<file path="src/rtl/controller_pkg.sv">
// Shared types and encodings for the multicycle ARM controller: FSM states, ALU ops,
// instruction field codes and datapath mux selects.
package controller_pkg;

  typedef enum logic [3:0] {
    StFetch,
    StDecode,
    StMemAdr,
    StMemRd,
    StMemWb,
    StMemWr,
    StExecR,
    StExecI,
    StAluWb,
    StBranch
  } state_t;

  // ALU operation codes; truncated/extended to ALUCTRL_W at the output.
  localparam logic [2:0] AluAdd = 3'b000;
  localparam logic [2:0] AluSub = 3'b001;
  localparam logic [2:0] AluAnd = 3'b010;
  localparam logic [2:0] AluOrr = 3'b011;
  localparam logic [2:0] AluEor = 3'b100;

  localparam logic [1:0] OpDp  = 2'b00;
  localparam logic [1:0] OpMem = 2'b01;
  localparam logic [1:0] OpBr  = 2'b10;

  localparam logic [3:0] CmdAnd = 4'b0000;
  localparam logic [3:0] CmdEor = 4'b0001;
  localparam logic [3:0] CmdSub = 4'b0010;
  localparam logic [3:0] CmdAdd = 4'b0100;
  localparam logic [3:0] CmdTst = 4'b1000;
  localparam logic [3:0] CmdCmp = 4'b1010;
  localparam logic [3:0] CmdOrr = 4'b1100;

  localparam logic [3:0] CondEq = 4'b0000;
  localparam logic [3:0] CondNe = 4'b0001;
  localparam logic [3:0] CondCs = 4'b0010;
  localparam logic [3:0] CondCc = 4'b0011;
  localparam logic [3:0] CondMi = 4'b0100;
  localparam logic [3:0] CondPl = 4'b0101;
  localparam logic [3:0] CondVs = 4'b0110;
  localparam logic [3:0] CondVc = 4'b0111;
  localparam logic [3:0] CondHi = 4'b1000;
  localparam logic [3:0] CondLs = 4'b1001;
  localparam logic [3:0] CondGe = 4'b1010;
  localparam logic [3:0] CondLt = 4'b1011;
  localparam logic [3:0] CondGt = 4'b1100;
  localparam logic [3:0] CondLe = 4'b1101;
  localparam logic [3:0] CondAl = 4'b1110;
  localparam logic [3:0] CondNv = 4'b1111;

  localparam logic [1:0] ResAluOut    = 2'd0;
  localparam logic [1:0] ResReadData  = 2'd1;
  localparam logic [1:0] ResAluResult = 2'd2;

  localparam logic [1:0] SrcARn = 2'd0;
  localparam logic [1:0] SrcAPc = 2'd1;

  localparam logic [1:0] SrcBReg  = 2'd0;
  localparam logic [1:0] SrcBImm  = 2'd1;
  localparam logic [1:0] SrcBFour = 2'd2;

  // Only arithmetic ops produce meaningful carry/overflow.
  function automatic logic is_arith(input logic [2:0] op);
    return (op == AluAdd) || (op == AluSub);
  endfunction

endpackage

</file>
<file path="src/rtl/cond_check_unit.sv">
// Combinational ARM condition-field evaluator against a {N,Z,C,V} flag set.
module cond_check_unit
  import controller_pkg::*;
(
  input  logic [3:0] cond_i,
  input  logic [3:0] flags_i,
  output logic       cond_ex_o
);

  logic n, z, c, v;
  assign {n, z, c, v} = flags_i;

  always_comb begin
    cond_ex_o = 1'b0;
    case (cond_i)
      CondEq: cond_ex_o = z;
      CondNe: cond_ex_o = ~z;
      CondCs: cond_ex_o = c;
      CondCc: cond_ex_o = ~c;
      CondMi: cond_ex_o = n;
      CondPl: cond_ex_o = ~n;
      CondVs: cond_ex_o = v;
      CondVc: cond_ex_o = ~v;
      CondHi: cond_ex_o = c & ~z;
      CondLs: cond_ex_o = ~c | z;
      CondGe: cond_ex_o = ~(n ^ v);
      CondLt: cond_ex_o = n ^ v;
      CondGt: cond_ex_o = ~z & ~(n ^ v);
      CondLe: cond_ex_o = z | (n ^ v);
      CondAl: cond_ex_o = 1'b1;
      CondNv: cond_ex_o = 1'b0;
      default: cond_ex_o = 1'b0;
    endcase
  end

endmodule

</file>
<file path="src/rtl/multicycle_controller_unit.sv">
// Multicycle ARM control FSM: sequences fetch/decode/execute/memory/writeback, decodes
// DP/LDR/STR/B, holds the NZCV flag register and the latched condition result.
module multicycle_controller_unit
  import controller_pkg::*;
#(
  parameter int unsigned ALUCTRL_W = 2,
  parameter bit          EN_CMP    = 1'b1
) (
  input  logic                 clk,
  input  logic                 rst,
  input  logic [31:12]         instr,
  input  logic [3:0]           ALUFlags,
  output logic                 PCWrite,
  output logic                 AdrSrc,
  output logic                 MemWrite,
  output logic                 IRWrite,
  output logic                 RegWrite,
  output logic [1:0]           RegSrc,
  output logic [1:0]           ImmSrc,
  output logic [1:0]           ALUSrcA,
  output logic [1:0]           ALUSrcB,
  output logic [ALUCTRL_W-1:0] ALUControl,
  output logic [1:0]           ResultSrc
);

  state_t     state_q, state_d;
  logic [3:0] flags_q, flags_d;
  logic       condex_q, condex_d;

  logic [1:0] op;
  logic       i_bit, s_bit, rd_is_pc;
  logic [3:0] cmd;
  logic       cond_ex;

  assign op       = instr[27:26];
  assign i_bit    = instr[25];
  assign cmd      = instr[24:21];
  assign s_bit    = instr[20];  // doubles as L for memory ops
  assign rd_is_pc = (instr[15:12] == 4'd15);

  // Rn selection happens in the datapath; the controller never looks at it.
  logic unused_rn;
  assign unused_rn = ^instr[19:16];

  cond_check_unit u_cond_check (
    .cond_i   (instr[31:28]),
    .flags_i  (flags_q),
    .cond_ex_o(cond_ex)
  );

  logic       dp_legal, dp_regw;
  logic [2:0] dp_op;

  always_comb begin
    dp_legal = 1'b0;
    dp_regw  = 1'b0;
    dp_op    = AluAdd;
    case (cmd)
      CmdAdd: begin dp_legal = 1'b1; dp_regw = 1'b1; dp_op = AluAdd; end
      CmdSub: begin dp_legal = 1'b1; dp_regw = 1'b1; dp_op = AluSub; end
      CmdAnd: begin dp_legal = 1'b1; dp_regw = 1'b1; dp_op = AluAnd; end
      CmdOrr: begin dp_legal = 1'b1; dp_regw = 1'b1; dp_op = AluOrr; end
      CmdEor: begin dp_legal = (ALUCTRL_W >= 3); dp_regw = 1'b1; dp_op = AluEor; end
      // Compare/test are flag-only, so without S they do nothing and are rejected.
      CmdCmp: begin dp_legal = EN_CMP && s_bit; dp_op = AluSub; end
      CmdTst: begin dp_legal = EN_CMP && s_bit; dp_op = AluAnd; end
      default: ;
    endcase
  end

  always_comb begin
    state_d = state_q;
    unique case (state_q)
      StFetch:  state_d = StDecode;
      StDecode: begin
        case (op)
          OpMem:   state_d = StMemAdr;
          OpDp:    state_d = !dp_legal ? StFetch : (i_bit ? StExecI : StExecR);
          OpBr:    state_d = StBranch;
          default: state_d = StFetch;
        endcase
      end
      StMemAdr: state_d = s_bit ? StMemRd : StMemWr;
      StMemRd:  state_d = StMemWb;
      StMemWb:  state_d = StFetch;
      StMemWr:  state_d = StFetch;
      StExecR:  state_d = StAluWb;
      StExecI:  state_d = StAluWb;
      StAluWb:  state_d = StFetch;
      StBranch: state_d = StFetch;
      default:  state_d = StFetch;
    endcase
  end

  // Condition is frozen at decode so this instruction's own flag update cannot gate its writes.
  always_comb begin
    condex_d = (state_q == StDecode) ? cond_ex : condex_q;
    flags_d  = flags_q;
    if ((state_q == StExecR || state_q == StExecI) && condex_q && s_bit) begin
      flags_d[3:2] = ALUFlags[3:2];
      if (is_arith(dp_op)) flags_d[1:0] = ALUFlags[1:0];
    end
  end

  always_ff @(posedge clk or posedge rst) begin
    if (rst) begin
      state_q  <= StFetch;
      flags_q  <= 4'b0000;
      condex_q <= 1'b0;
    end else begin
      state_q  <= state_d;
      flags_q  <= flags_d;
      condex_q <= condex_d;
    end
  end

  logic [2:0] alu_sel;

  always_comb begin
    PCWrite   = 1'b0;
    AdrSrc    = 1'b0;
    MemWrite  = 1'b0;
    IRWrite   = 1'b0;
    RegWrite  = 1'b0;
    RegSrc    = {(op == OpMem) && !s_bit, op == OpBr};
    ImmSrc    = op;
    ALUSrcA   = SrcARn;
    ALUSrcB   = SrcBReg;
    ResultSrc = ResAluOut;
    alu_sel   = AluAdd;
    unique case (state_q)
      StFetch: begin
        IRWrite   = 1'b1;
        PCWrite   = 1'b1;
        ALUSrcA   = SrcAPc;
        ALUSrcB   = SrcBFour;
        ResultSrc = ResAluResult;
      end
      StDecode: begin
        ALUSrcA   = SrcAPc;
        ALUSrcB   = SrcBFour;
        ResultSrc = ResAluResult;
      end
      StMemAdr: ALUSrcB = SrcBImm;
      StMemRd:  AdrSrc = 1'b1;
      StMemWb: begin
        ResultSrc = ResReadData;
        RegWrite  = condex_q;
        PCWrite   = condex_q & rd_is_pc;
      end
      StMemWr: begin
        AdrSrc   = 1'b1;
        MemWrite = condex_q;
      end
      StExecR: begin
        ALUSrcB = SrcBReg;
        alu_sel = dp_op;
      end
      StExecI: begin
        ALUSrcB = SrcBImm;
        alu_sel = dp_op;
      end
      StAluWb: begin
        ResultSrc = ResAluOut;
        RegWrite  = condex_q & dp_regw;
        PCWrite   = condex_q & dp_regw & rd_is_pc;
      end
      StBranch: begin
        ALUSrcB   = SrcBImm;
        ResultSrc = ResAluResult;
        PCWrite   = condex_q;
      end
      default: ;
    endcase
    ALUControl = ALUCTRL_W'(alu_sel);
    if (rst) begin
      PCWrite    = 1'b0;
      AdrSrc     = 1'b0;
      MemWrite   = 1'b0;
      IRWrite    = 1'b0;
      RegWrite   = 1'b0;
      RegSrc     = 2'b00;
      ImmSrc     = 2'b00;
      ALUSrcA    = 2'b00;
      ALUSrcB    = 2'b00;
      ALUControl = '0;
      ResultSrc  = 2'b00;
    end
  end

endmodule
</file>
<file path="config.mk">
export PLATFORM = sky130hd
export DESIGN_NAME = multicycle_controller_unit
export DESIGN_NICKNAME = d
export VERILOG_FILES = /design/src/rtl/controller_pkg.sv /design/src/rtl/cond_check_unit.sv /design/src/rtl/multicycle_controller_unit.sv
export SDC_FILE = /design/constraint.sdc
export NUM_CORES = 1
export LEC_CHECK = 0
export CELL_PAD_IN_SITES_DETAIL_PLACEMENT = 1
export CELL_PAD_IN_SITES_GLOBAL_PLACEMENT = 2
export CORE_ASPECT_RATIO = 0.7
export CORE_MARGIN = 1
export CORE_UTILIZATION = 18
export DETAILED_ROUTE_END_ITERATION = 10
export GPL_TIMING_DRIVEN = 0
export PLACE_DENSITY = 0.8
export SKIP_CTS_REPAIR_TIMING = 1
export SLEW_MARGIN = 10
export SYNTH_ARGS = -nofsm -noshare
export SYNTH_HDL_FRONTEND = slang
export SYNTH_SLANG_ARGS = --single-unit
</file>
<file path="constraint.sdc">
create_clock -name clk -period 1.65 [get_ports clk]
set_input_delay 0.33 -clock clk [delete_from_list [all_inputs] [get_ports clk]]
set_output_delay 0.33 -clock clk [all_outputs]
set_load 0.01 [all_outputs]
</file>
# --- After elaboration in Yosys (flattened, before gate mapping) ---
# Index checks and enable logic that the tools add are counted.
totals:
  elab_cells: 102
  out_inout_bits: 17
  input_bits: 26
  reg_bits: 9
op_classes:
  n_eq_ne: 34
  muxes: 29
  bitwise: 13
  reduce_logical: 22
ops:
  columns: ["cell", "n"]
  rows:
  - ["equality test 4 bit (second input constant)", 14]
  - ["equality test 4 x 3 -> 1 bit (second input constant)", 9]
  - ["equality test 4 x 2 -> 1 bit (second input constant)", 5]
  - ["one-hot mux 4 bit (5 select lines)", 1]
  - ["one-hot mux 1 bit (16 select lines)", 1]
  - ["2-to-1 mux 2 bit", 7]
  - ["equality test 4 x 1 -> 1 bit (second input constant)", 3]
  - ["logical NOT 4 bit", 3]
  - ["one-hot mux 3 bit (4 select lines)", 1]
  - ["one-hot mux 4 bit (3 select lines)", 1]
  - ["OR reduction 2 bit", 6]
  - ["2-to-1 mux 1 bit", 11]
  - ["one-hot mux 2 bit (2 select lines)", 2]
  - ["2-to-1 mux 3 bit", 2]
  - ["OR reduction 3 bit", 2]
  - ["AND 1 bit", 5]
  - ["NOT 1 bit", 5]
  - ["OR reduction 5 bit", 1]
  - ["one-hot mux 1 bit (2 select lines)", 2]
  - ["one-hot mux 1 bit (4 select lines)", 1]
  - ["OR reduction 4 bit", 1]
  - ["equality test 3 x 1 -> 1 bit (second input constant)", 1]
  - ["logical AND 1 bit", 3]
  - ["logical NOT 3 bit", 1]
  - ["8 further kinds", 10]

# --- Depth between registers and ports, before layout ---
# Gate-level depths: netlist of run 1.
logic_depth:
  ltp_word: 7
  depth_mapped: 5
  ltp_nobuf: 4

# --- Modules after synthesis ---
# A second synthesis of run 1 with hierarchy kept.
unflattened:
  hier_cells: 112
  hier_area_um2: 913.4
modules_own_cells:
  columns: ["mod", "seq_area_each_um2", "instances", "area_per_inst_um2", "cells_each"]
  rows:
  - ["multicycle_controller_unit", 225.2, 1, 758.2, 89]
  - ["cond_check_unit", 0.0, 1, 155.1, 23]

# --- Worst setup path before layout of run 1 ---
# Ideal clock, no wire load.
synth_timing:
  path_kind: "in2out"
  start: "in instr[23] (netlist bit)"
  end: "out PCWrite"
  setup_slack_ns: -0.159
  t_arrival_ns: 1.479
  cell_stages: 5
  n_path_buf: 1
  cell_sequence: "clkbuf_1 > mux2_2 > o21ai_0 > a21oi_1 > o31ai_1"
synth_between:
  elab_chain_len: 7
  word_cells_on_any_way: 11
  cone_classes: "4 x eq/ne; 3 x mux; 2 x bitwise; 2 x reduce/logical"
synth_lines:
  columns: ["item", "line", "text"]
  rows:
  - ["from (decl)", "multicycle_controller_unit.sv:11", "input logic [31:12] instr,"]
  - ["equality test 4 x 1 -> 1 bit, or another cell as far along", "multicycle_controller_unit.sv:58", "case (cmd)"]
  - ["OR reduction 5 bit (no source line) *", null, null]
  - ["2-to-1 mux 1 bit *", "multicycle_controller_unit.sv:58", null]
  - ["AND 1 bit * (2 in a row)", "multicycle_controller_unit.sv:166", "PCWrite = condex_q & dp_regw & rd_is_pc;"]
  - ["one-hot mux 1 bit (4 select lines) *", "multicycle_controller_unit.sv:131", "unique case (state_q)"]
  - ["2-to-1 mux 1 bit *", "multicycle_controller_unit.sv:176", "if (rst) begin"]
  - ["to (decl)", "multicycle_controller_unit.sv:13", "output logic PCWrite,"]
# Every way passes the cells marked *; elsewhere a longest branch is shown, timed or not.

# --- Final worst setup path of run 1 ---
layout_timing:
  start: "reg state_q[3]"
  end: "out ALUControl[1]"
layout_between:
  elab_chain_len: 4
  word_cells_on_any_way: 5
  cone_classes: "2 x eq/ne; 2 x mux; 1 x reduce/logical"
layout_lines:
  columns: ["item", "line", "text"]
  rows:
  - ["from (decl)", "multicycle_controller_unit.sv:26", "state_t state_q, state_d;"]
  - ["from (signal assigned)", "multicycle_controller_unit.sv:107", "state_q <= StFetch;"]
  - ["from (signal assigned)", "multicycle_controller_unit.sv:111", "state_q <= state_d;"]
  - ["equality test 4 x 3 -> 1 bit", "multicycle_controller_unit.sv:131", null]
  - ["OR reduction 2 bit (no source line) *", null, null]
  - ["2-to-1 mux 2 bit *", "multicycle_controller_unit.sv:131", null]
  - ["2-to-1 mux 2 bit *", "multicycle_controller_unit.sv:176", null]
  - ["to (decl)", "multicycle_controller_unit.sv:22", "output logic [ALUCTRL_W-1:0] ALUControl,"]
# Marked as above.

==> flow_metrics.py, run 1 <==
metrics = {
    "timing": {
        "rsz0062_at_grt": "yes",
        "fmaxAchievable_ghz": 0.545,
        "layout_min_cycle_time_ps": 1840,
        "hold_viol_final": 0,
        "setup_ws_ps": -186,
        "clock_skew_ps": 1.18,
        "fin_crit_sh": 1.11,
        "setup-tns-final_ps": -673,
        "setup_viol_count_final": 7,
        "drv_slew": 0,
    },
    "critical_path": {
        "critPathMaxFanout": 6,
        "worst_r2r_path_depth": 4,
        "critical_path_endpoint_category": "primary output",
        "critPathArrivalTime_ps": 1510,
        "r2r_setup_slack_ps": 70,
        "r2r-end": "condex_q$_DFFE_PP0P_",
        "regToRegStartpoint": "state_q[1]$_DFF_PP0_",
        "critPathKind": "reg2out",
        "category_of_cells_accounting_for_the_largest_share_of_critical_path_delay": "simple AND/OR/NAND/NOR gates",
        "timing.critical_path.buf_inv": 2,
        "path_cells": "buf_6 > nor2b_4 > and2_4 > nand3b_1 > a211oi_2 > buf_2",
        "cp_data_required_time_ps": 1320,
        "worstSetupStartpointType": "flip-flop",
        "critical-path-max-stage-delay_ps": 390,
        "timing.critical_path.slowest_stage_cell": "sky130_fd_sc_hd__dfrtp_1",
    },
    "floorplan": {
        "die-height_um": 58.7,
        "top_level_ports": 43,
        "rows": 20,
        "design.die.area_um2": 4870,
        "design.core.area_um2": 4380,
        "floorplan.initialDensity": 0.189,
        "die-width_um": 83.0,
    },
    "synthesis": {
        "netlist-cell-type-count": 38,
        "main_combinational_cell_family_by_area_after_synthesis": "simple AND/OR/NAND/NOR gates",
        "number_of_flops_mapped_to_enable_cells_by_yosys": 0,
        "synthesis.yosys.warnings": 0,
        "syn-cell-area_um2": 826,
        "synth.area.mux_share": 0.121,
        "postSynthRegisterBits": 9,
        "synth_xor_xnor_area_share": 0.0424,
        "synthArstFlopShare": 1.00,
        "synth_area_per_cell_um2": 7.94,
        "synth_compound_area_frac": 0.180,
        "synth_sequential_area_ratio": 0.273,
        "postSynthCellCount": 104,
        "dominantRegCellSynth": "sky130_fd_sc_hd__dfrtp_1",
        "synth_simple_gate_area_share": 0.291,
        "synthesis.nets": 130,
        "synthAdderAreaFrac": 0,
    },
    "clock_network": {
        "clk_lat_worst_skew_ps": 230,
        "cts_max_path_buffers": 2,
        "clock-root-buffer": "sky130_fd_sc_hd__clkbuf_8",
        "cts_tree": "built",
        "cts.sinks": 9,
        "post_cts_clock_slew_at_the_launch_and_capture_registers_of_the_worst_setup_and_hold_paths_ps": 50,
        "htree_num_levels": 1,
        "tritoncts.num_buffers": 3,
    },
    "cells_and_area": {
        "nFillCells": 522,
        "fin_util": 0.319,
        "drive_above_1_share": 0.352,
        "layout_area_growth_over_synthesis_pct": 69.4,
        "nNetsFinal": 172,
        "finalInstanceArea_um2": 1400,
        "num_antenna_cells": 0,
    },
    "placed_design": {
        "hpwlAfterDp_um": 2180,
        "io_buffers": 35,
        "placedInstanceArea_um2": 1260,
        "finalWeightedCongestion": 0.784,
    },
    "drt": {
        "drt_drc_violations_left": 0,
        "detail-route-antenna-nets": 0,
        "routedWlPerCell_um": 13.6,
        "via_count": 938,
        "first_iter_violations": 30,
        "vias_per_cell": 4.69,
        "detail_route.wirelength_um": 2720,
        "dr.pass1.iters": 4,
    },
    "global_routing": {
        "antenna_found_initial": 0,
        "globalRoute.totalOverflow": 0,
        "grt_first_pass_wirelength_um": 4420,
        "grt_max_degree": 11,
        "number_of_global_route_vias_before_repair": 914,
        "grtUsageTotal": 0.114,
    },
    "worst_hold_path": {
        "timing.hold.worst.class": "in2async",
    },
    "power": {
        "irDropWorstVdd_v": 0.000552,
        "p_per_area_nw_per_um2": 1200,
        "power_leakage_nw": 0.715,
        "power.total_w": 0.00167,
    },
    "run": {
        "drv.max_cap_violation_count": 0,
    },
    "outcome": {
        "failed_checks": "negative setup slack",
        "outcome": "finished with violations",
    },
}
[worst max path at each step]
stage | start | to | depth (start not counted)
5_1_grt | state_q[3]$_DFF_PP0_ | ALUControl[1] | 6
4_1_cts | state_q[3]$_DFF_PP0_ | ALUControl[1] | 6
3_5_place_dp | instr[21] | PCWrite | 6
3_3_place_gp | instr[21] | PCWrite | 6
6_report | state_q[3]$_DFF_PP0_ | ALUControl[1] | 6
2_1_floorplan | instr[23] | PCWrite | 5
[worst reg2reg max path, stage by stage (launching register included)]
cell and delay, ps:
sky130_fd_sc_hd__dfrtp_1 370, sky130_fd_sc_hd__buf_6 140, sky130_fd_sc_hd__or4b_4 540, sky130_fd_sc_hd__a222oi_1 320, sky130_fd_sc_hd__nand2b_1 90
[cells in the mapped netlist (2+ instances only)]
cell | count | share of area
sky130_fd_sc_hd__nand2_1 | 5 | 0.023
sky130_fd_sc_hd__buf_4 | 2 | 0.018
sky130_fd_sc_hd__inv_1 | 6 | 0.027
sky130_fd_sc_hd__or3_1 | 2 | 0.015
sky130_fd_sc_hd__and3_1 | 4 | 0.030
sky130_fd_sc_hd__nand2b_1 | 2 | 0.015
sky130_fd_sc_hd__nor4_1 | 4 | 0.030
sky130_fd_sc_hd__a21oi_1 | 7 | 0.042
sky130_fd_sc_hd__dfrtp_1 | 9 | 0.27
sky130_fd_sc_hd__clkbuf_1 | 4 | 0.018
sky130_fd_sc_hd__mux2_2 | 7 | 0.095
sky130_fd_sc_hd__o21ai_0 | 4 | 0.024
sky130_fd_sc_hd__nor3_1 | 3 | 0.018
sky130_fd_sc_hd__xnor2_1 | 4 | 0.042
sky130_fd_sc_hd__o31ai_1 | 2 | 0.018
sky130_fd_sc_hd__nand4_1 | 2 | 0.015
sky130_fd_sc_hd__nor2b_1 | 4 | 0.030
sky130_fd_sc_hd__o31a_1 | 2 | 0.021
sky130_fd_sc_hd__nor2_1 | 12 | 0.055
[layout by cell type, fill, tap and decap left out, types with 2 or more instances in the layout]
cell type                         count
sky130_fd_sc_hd__clkbuf_2             6
sky130_fd_sc_hd__buf_2                5
sky130_fd_sc_hd__nand2b_1             2
sky130_fd_sc_hd__dfrtp_1              8
sky130_fd_sc_hd__nor2_1               8
sky130_fd_sc_hd__inv_1                4
sky130_fd_sc_hd__or3_1                2
sky130_fd_sc_hd__nor2_2               3
sky130_fd_sc_hd__dlymetal6s2s_1      11
sky130_fd_sc_hd__buf_4                3
sky130_fd_sc_hd__nor4_1               3
sky130_fd_sc_hd__o21ai_0              2
sky130_fd_sc_hd__buf_6                7
sky130_fd_sc_hd__nand4_1              2
sky130_fd_sc_hd__nor3_1               2
sky130_fd_sc_hd__nand2_1              5
sky130_fd_sc_hd__xnor2_1              4
sky130_fd_sc_hd__clkbuf_8             3
sky130_fd_sc_hd__a21oi_1              6
sky130_fd_sc_hd__clkdlybuf4s50_1     13
sky130_fd_sc_hd__mux2_2               7
sky130_fd_sc_hd__nor2b_1              2
sky130_fd_sc_hd__inv_2                2
sky130_fd_sc_hd__o31a_1               2
sky130_fd_sc_hd__and3_1               3
[per-stage QoR]
step	setup slack, ps	cells	hold WS (ps)
5_1_grt	-282	200	158
6_report	-186	200	132
3_5_place_dp	-889	194	461
3_3_place_gp	-887	194	437
2_1_floorplan	-91.6	104	332
4_1_cts	-928	198	215
[per-layer routing]
metal / global-route usage / vias to the layer above / wire length, um / share of wire
met1: 0.156 / 447 / 1350 / 0.49
met4: 0.00739 / 0 / 0 / 0
met5: 0 / - / 0 / 0
met2: 0.186 / 32 / 1250 / 0.46
li1: - / 459 / - / -
met3: 0.0323 / 0 / 128 / 0.047
[report_power, final]
group / switching [W] / internal (W)
combinational: 0.000516 / 0.000526
sequential: 0.0000739 / 0.000305
clock: 0.0000834 / 0.000168
[cell type report]
type,instances,area [um2],area share
timing repair buffer,37,354,0.253
inverter,6,22.5,0.0161
sequential,9,226,0.162
multi-input combinational,80,604,0.432
clock buffer,4,45.0,0.0322
tap,55,68.8,0.0492
buffer,9,77.6,0.0555
[cell families after synthesis]
logic type / count (synthesis)
and+or+nand+nor: 44
DFF: 9
muxes: 9
other: 1
AOI/OAI and AO/OA: 22
buffers and inverters: 15
xor gates and xnor gates: 4
[flip-flops by register name, summed over array words and instances, names as in the netlist]
register / cells
flags_q: 4
state_q: 4
condex_q: 1
Note: power is estimated with default switching activity, not from simulation.
==> run 2, diff against run 1 <==
--- a/config.mk
+++ b/config.mk
@@ -12,7 +12,7 @@
 export CORE_UTILIZATION = 18
 export DETAILED_ROUTE_END_ITERATION = 10
 export GPL_TIMING_DRIVEN = 0
-export PLACE_DENSITY = 0.8
+export PLACE_DENSITY = 0.73
 export SKIP_CTS_REPAIR_TIMING = 1
 export SLEW_MARGIN = 10
 export SYNTH_ARGS = -nofsm -noshare
==> flow_metrics.py, run 2 (synthesized netlist as in run 1, its figures left out) <==
metrics = {
    "placed_design": {
        "finalWeightedCongestion": 0.743,
        "dp_worst_setup_slack_ps": -882,
        "io_buffers": 35,
        "hpwlAfterDp_um": 2170,
    },
    "critical_path": {
        "timing.critical_path.to": "ALUControl[1]",
        "critical-path-max-stage-delay_ps": 400,
        "r2r-end": "condex_q$_DFFE_PP0P_",
        "worstSetupStartpointType": "flip-flop",
        "r2r_setup_slack_ps": -50,
        "cp_data_required_time_ps": 1320,
        "path_cells": "buf_6 > nor2b_4 > and2_4 > nand3b_1 > a211oi_2 > buf_2",
        "critical_path_endpoint_category": "primary output",
        "critPathMaxFanout": 5,
        "worst_r2r_path_depth": 4,
        "startpoint": "state_q[3]$_DFF_PP0_",
        "critPathKind": "reg2out",
        "timing.critical_path.slowest_stage_cell": "sky130_fd_sc_hd__dfrtp_1",
        "regToRegStartpoint": "state_q[2]$_DFF_PP0_",
        "critPathArrivalTime_ps": 1530,
    },
    "cells_and_area": {
        "mostFrequentLayoutCell": "sky130_fd_sc_hd__clkdlybuf4s50_1",
        "largest_registers": "flags_q: 4 flops, state_q: 4 flops, condex_q: 1 flops",
        "nNetsFinal": 177,
        "fin_util": 0.326,
        "num_antenna_cells": 0,
        "layout_common_cells": "14 x sky130_fd_sc_hd__clkdlybuf4s50_1, 9 x sky130_fd_sc_hd__buf_6, 9 x sky130_fd_sc_hd__dfrtp_1, 9 x sky130_fd_sc_hd__dlymetal6s2s_1",
        "layout_area_growth_over_synthesis_pct": 72.9,
        "drive_above_1_share": 0.360,
    },
    "power": {
        "power_leakage_nw": 0.704,
        "p_per_area_nw_per_um2": 1250,
        "irDropWorstVdd_v": 0.000428,
        "power.total_w": 0.00178,
    },
    "timing": {
        "fin_crit_sh": 1.12,
        "fmaxAchievable_ghz": 0.539,
        "hold_viol_final": 0,
        "setup_ws_ps": -206,
        "clock_skew_ps": 0.249,
        "setup_viol_count_final": 12,
        "layout_min_cycle_time_ps": 1860,
        "drv_slew": 0,
        "rsz0062_at_grt": "yes",
    },
    "drt": {
        "detail_route.wirelength_um": 2940,
        "via_count": 948,
        "drt-met1-wl_um": 1440,
        "dr.pass1.iters": 4,
        "routedWlPerCell_um": 14.3,
        "detail-route-antenna-nets": 0,
        "routed-wl-met3_um": 120,
        "vias_per_cell": 4.62,
        "met2_wirelength_um": 1360,
        "top_signal_layer_used": "met4",
        "drt_drc_violations_left": 0,
        "first_iter_violations": 11,
    },
    "clock_network": {
        "clk_lat_worst_skew_ps": 230,
        "clock-root-buffer": "sky130_fd_sc_hd__clkbuf_8",
        "cts_max_path_buffers": 2,
        "htree_num_levels": 1,
        "tritoncts.num_buffers": 3,
        "post_cts_clock_slew_at_the_launch_and_capture_registers_of_the_worst_setup_and_hold_paths_ps": 50,
        "cts.sinks": 9,
        "cts_tree": "built",
    },
    "outcome": {
        "outcome": "finished with violations",
        "failed_checks": "negative setup slack",
    },
    "floorplan": {
        "design.die.area_um2": 4870,
        "top_level_ports": 43,
        "die-height_um": 58.7,
        "rows": 20,
        "floorplan.initialDensity": 0.189,
        "design.core.area_um2": 4380,
        "die-width_um": 83.0,
    },
    "global_routing": {
        "grtUsageTotal": 0.114,
        "number_of_global_route_vias_before_repair": 908,
        "antenna_found_initial": 0,
        "globalRoute.totalOverflow": 0,
        "grt_first_pass_wirelength_um": 4390,
        "grt_max_degree": 11,
    },
    "run": {
        "drv.max_cap_violation_count": 0,
    },
    "worst_hold_path": {
        "timing.hold.worst.class": "in2async",
    },
}
-- run 2: cell type report --
type                            instances  area, um2
Fill cell                             506       2950
Multi-Input combinational cell         80        599
Timing Repair Buffer                   42        385
Sequential cell                         9        225
Buffer                                  9       81.3
Tap cell                               55       68.8
Clock buffer                            4       45.0
Inverter                                6       22.5
-- run 2: power breakdown --
| group | internal [W] | switching [W] | leakage (nW) |
|---|---|---|---|
| Clock | 0.000169 | 0.0000906 | 0.0228 |
| Sequential | 0.000303 | 0.0000729 | 0.119 |
| Combinational | 0.000596 | 0.000552 | 0.561 |
| Total | 0.00107 | 0.000716 | 0.704 |
-- run 2: worst max-delay path, delay by kind of cell (launching register included) --
family / cells / cell delay (ps)
buf+inv: 2 / 300
compound gates: 1 / 160
flops: 1 / 400
simple gates: 3 / 420
-- run 2: worst min-delay path by stage --
stage / to / slack, ps / cells after the start
global placement: state_q[1]$_DFF_PP0_ / 420 / 2
finish: state_q[1]$_DFF_PP0_ / 140 / 2
CTS: flags_q[3]$_DFFE_PP0P_ / 170 / 2
global route: flags_q[3]$_DFFE_PP0P_ / 160 / 2
detailed placement: state_q[3]$_DFF_PP0_ / 420 / 2
floorplan: condex_q$_DFFE_PP0P_ / 330 / 2
-- run 2: per-layer routing --
layer,vias to the layer above,global-route usage
li1,466,-
met1,462,0.158
met2,18,0.172
met3,2,0.0393
met4,0,0.0222
met5,-,0
-- run 2: through the flow --
step | instance area, um2 | hold WS (ps) | TNS [ps] | instances
5_1_grt | 1430 | 160 | -2210 | 205
3_5_place_dp | 1260 | 422 | -8550 | 194
6_report | 1430 | 140 | -1310 | 205
3_3_place_gp | 1260 | 422 | -8180 | 194
4_1_cts | 1300 | 172 | -10580 | 198
2_1_floorplan | 837 | 332 | -93.5 | 104
==> run 3, diff against run 2 <==
--- a/config.mk
+++ b/config.mk
@@ -12,7 +12,9 @@
 export CORE_UTILIZATION = 18
 export DETAILED_ROUTE_END_ITERATION = 10
 export GPL_TIMING_DRIVEN = 0
+export HOLD_SLACK_MARGIN = 0.05
 export PLACE_DENSITY = 0.73
+export SETUP_SLACK_MARGIN = 0.2
 export SKIP_CTS_REPAIR_TIMING = 1
 export SLEW_MARGIN = 10
 export SYNTH_ARGS = -nofsm -noshare
==> flow_metrics.py, run 3 (synthesized netlist as in run 1, its figures left out) <==
metrics = {
    "outcome": {
        "outcome": "finished with violations",
        "failed_checks": "negative setup slack",
    },
    "worst_hold_path": {
        "timing.hold.worst.class": "in2async",
    },
    "drt": {
        "routedWlPerCell_um": 13.9,
        "via_count": 975,
        "drt_drc_violations_left": 0,
        "vias_per_cell": 4.58,
        "detail_route.wirelength_um": 2960,
        "first_iter_violations": 25,
        "detail-route-antenna-nets": 0,
        "dr.pass1.iters": 4,
    },
    "power": {
        "seq_pwr_share": 0.204,
        "power.combinational.fraction": 0.661,
        "irDropWorstVdd_v": 0.000423,
        "power_leakage_nw": 0.789,
        "p_per_area_nw_per_um2": 1240,
        "clockPowerShare": 0.135,
        "power.net_switching_w": 0.000750,
        "switching_share": 0.393,
        "power_report.internal_total_w": 0.00116,
    },
    "cells_and_area": {
        "nNetsFinal": 185,
        "layout_area_growth_over_synthesis_pct": 86.5,
        "largest_registers": "flags_q: 4 flops, state_q: 4 flops, condex_q: 1 flops",
        "drive_above_1_share": 0.430,
        "mostFrequentLayoutCell": "sky130_fd_sc_hd__buf_4",
        "layout_common_cells": "16 x sky130_fd_sc_hd__buf_4, 13 x sky130_fd_sc_hd__clkdlybuf4s50_1, 10 x sky130_fd_sc_hd__dlymetal6s2s_1, 9 x sky130_fd_sc_hd__buf_2",
        "num_antenna_cells": 0,
    },
    "clock_network": {
        "htree_num_levels": 1,
        "cts_max_path_buffers": 2,
        "cts.sinks": 9,
        "tritoncts.num_buffers": 3,
        "cts_tree": "built",
        "post_cts_clock_slew_at_the_launch_and_capture_registers_of_the_worst_setup_and_hold_paths_ps": 50,
        "clock-root-buffer": "sky130_fd_sc_hd__clkbuf_8",
        "clk_lat_worst_skew_ps": 230,
    },
    "timing": {
        "hold_viol_final": 0,
        "clock_skew_ps": 1.29,
        "fmaxAchievable_ghz": 0.552,
        "setup_ws_ps": -161,
        "setup_viol_count_final": 11,
        "rsz0062_at_grt": "yes",
        "finalHoldWorstSlack_ps": 108,
        "fin_crit_sh": 1.10,
        "drv_slew": 0,
        "layout_min_cycle_time_ps": 1810,
    },
    "critical_path": {
        "worst_r2r_path_depth": 4,
        "critPathKind": "reg2out",
        "timing.critical_path.buf_inv": 2,
        "critical-path-max-stage-delay_ps": 400,
        "category_of_cells_accounting_for_the_largest_share_of_critical_path_delay": "flip-flops",
        "worstSetupStartpointType": "flip-flop",
        "critical_path_cell_count": 6,
        "critical_path_endpoint_category": "primary output",
        "path_cells": "buf_8 > nor2b_4 > and2_4 > nand3b_1 > a211oi_2 > buf_2",
        "critPathMaxFanout": 9,
        "timing.critical_path.slowest_stage_cell": "sky130_fd_sc_hd__dfrtp_1",
        "critPathArrivalTime_ps": 1480,
        "cp_data_required_time_ps": 1320,
    },
    "placed_design": {
        "dp_worst_setup_slack_ps": -815,
        "io_buffers": 35,
        "hpwlAfterDp_um": 2160,
        "finalWeightedCongestion": 0.751,
    },
    "floorplan": {
        "top_level_ports": 43,
        "design.core.area_um2": 4380,
        "rows": 20,
        "design.die.area_um2": 4870,
        "die-height_um": 58.7,
        "floorplan.initialDensity": 0.189,
        "die-width_um": 83.0,
    },
    "global_routing": {
        "globalRoute.totalOverflow": 0,
        "number_of_global_route_vias_before_repair": 864,
        "grtUsageTotal": 0.110,
        "grt_max_degree": 11,
        "antenna_found_initial": 0,
        "grt_first_pass_wirelength_um": 4280,
    },
    "run": {
        "drv.max_cap_violation_count": 0,
    },
}
run 3: cell types whose count changed in the layout (fill, tap and decap cells not counted), sizes merged:
cell,change
dlymetal6s2s,+1
clkdlybuf4s50,-1
buf,+8
run 3: layout make-up:
| class | count | area (um2) |
|---|---|---|
| plain buffers | 9 | 97.6 |
| inverters | 6 | 25.0 |
| flip-flops and latches | 9 | 226 |
| multi-input cells | 80 | 639 |
| fillers | 516 | 2840 |
| repair buffers | 50 | 438 |
| clock buffers | 4 | 45.0 |
| well taps | 55 | 68.8 |
run 3: through the flow:
stage	area, um2	utilization	power (W)	std cells	TNS (ps)
finish	1540	0.352	0.00191	213	-630
global route	1540	0.352	0.00203	213	-1360
CTS	1360	0.311	0.00162	198	-9360
detailed placement	1320	0.300	0.00135	194	-7950
global placement	1320	0.300	0.00132	194	-7330
floorplan	896	-	0.00100	104	0
run 3: power groups by stage:
| stage | logic, W | registers, W | clock network, W |
|---|---|---|---|
| 2_1_floorplan | 0.000651 | 0.000350 | 0 |
| 3_3_place_gp | 0.000947 | 0.000376 | 0 |
| 3_5_place_dp | 0.000969 | 0.000379 | 0 |
| 4_1_cts | 0.000975 | 0.000376 | 0.000268 |
| 5_1_grt | 0.00136 | 0.000396 | 0.000275 |
| 6_report | 0.00126 | 0.000389 | 0.000258 |
run 3: path summary, 6_finish.rpt:
kind	to	slack (ps)	from
worst max-delay path	ALUControl[1]	-160	state_q[3]$_DFF_PP0_
worst min-delay path	flags_q[2]$_DFFE_PP0P_	110	rst
worst max register to register	condex_q$_DFFE_PP0P_	0	state_q[2]$_DFF_PP0_
worst min register to register	flags_q[1]$_DFFE_PP0P_	540	flags_q[1]$_DFFE_PP0P_
max in group asynchronous	state_q[2]$_DFF_PP0_	1390	rst
min in group clk	state_q[0]$_DFF_PP0_	380	instr[26]
run 3: layer usage:
layer,share of wire,track usage
met4,0.0044,0.0148
met1,0.50,0.158
met5,0,0
met2,0.43,0.162
met3,0.058,0.0393
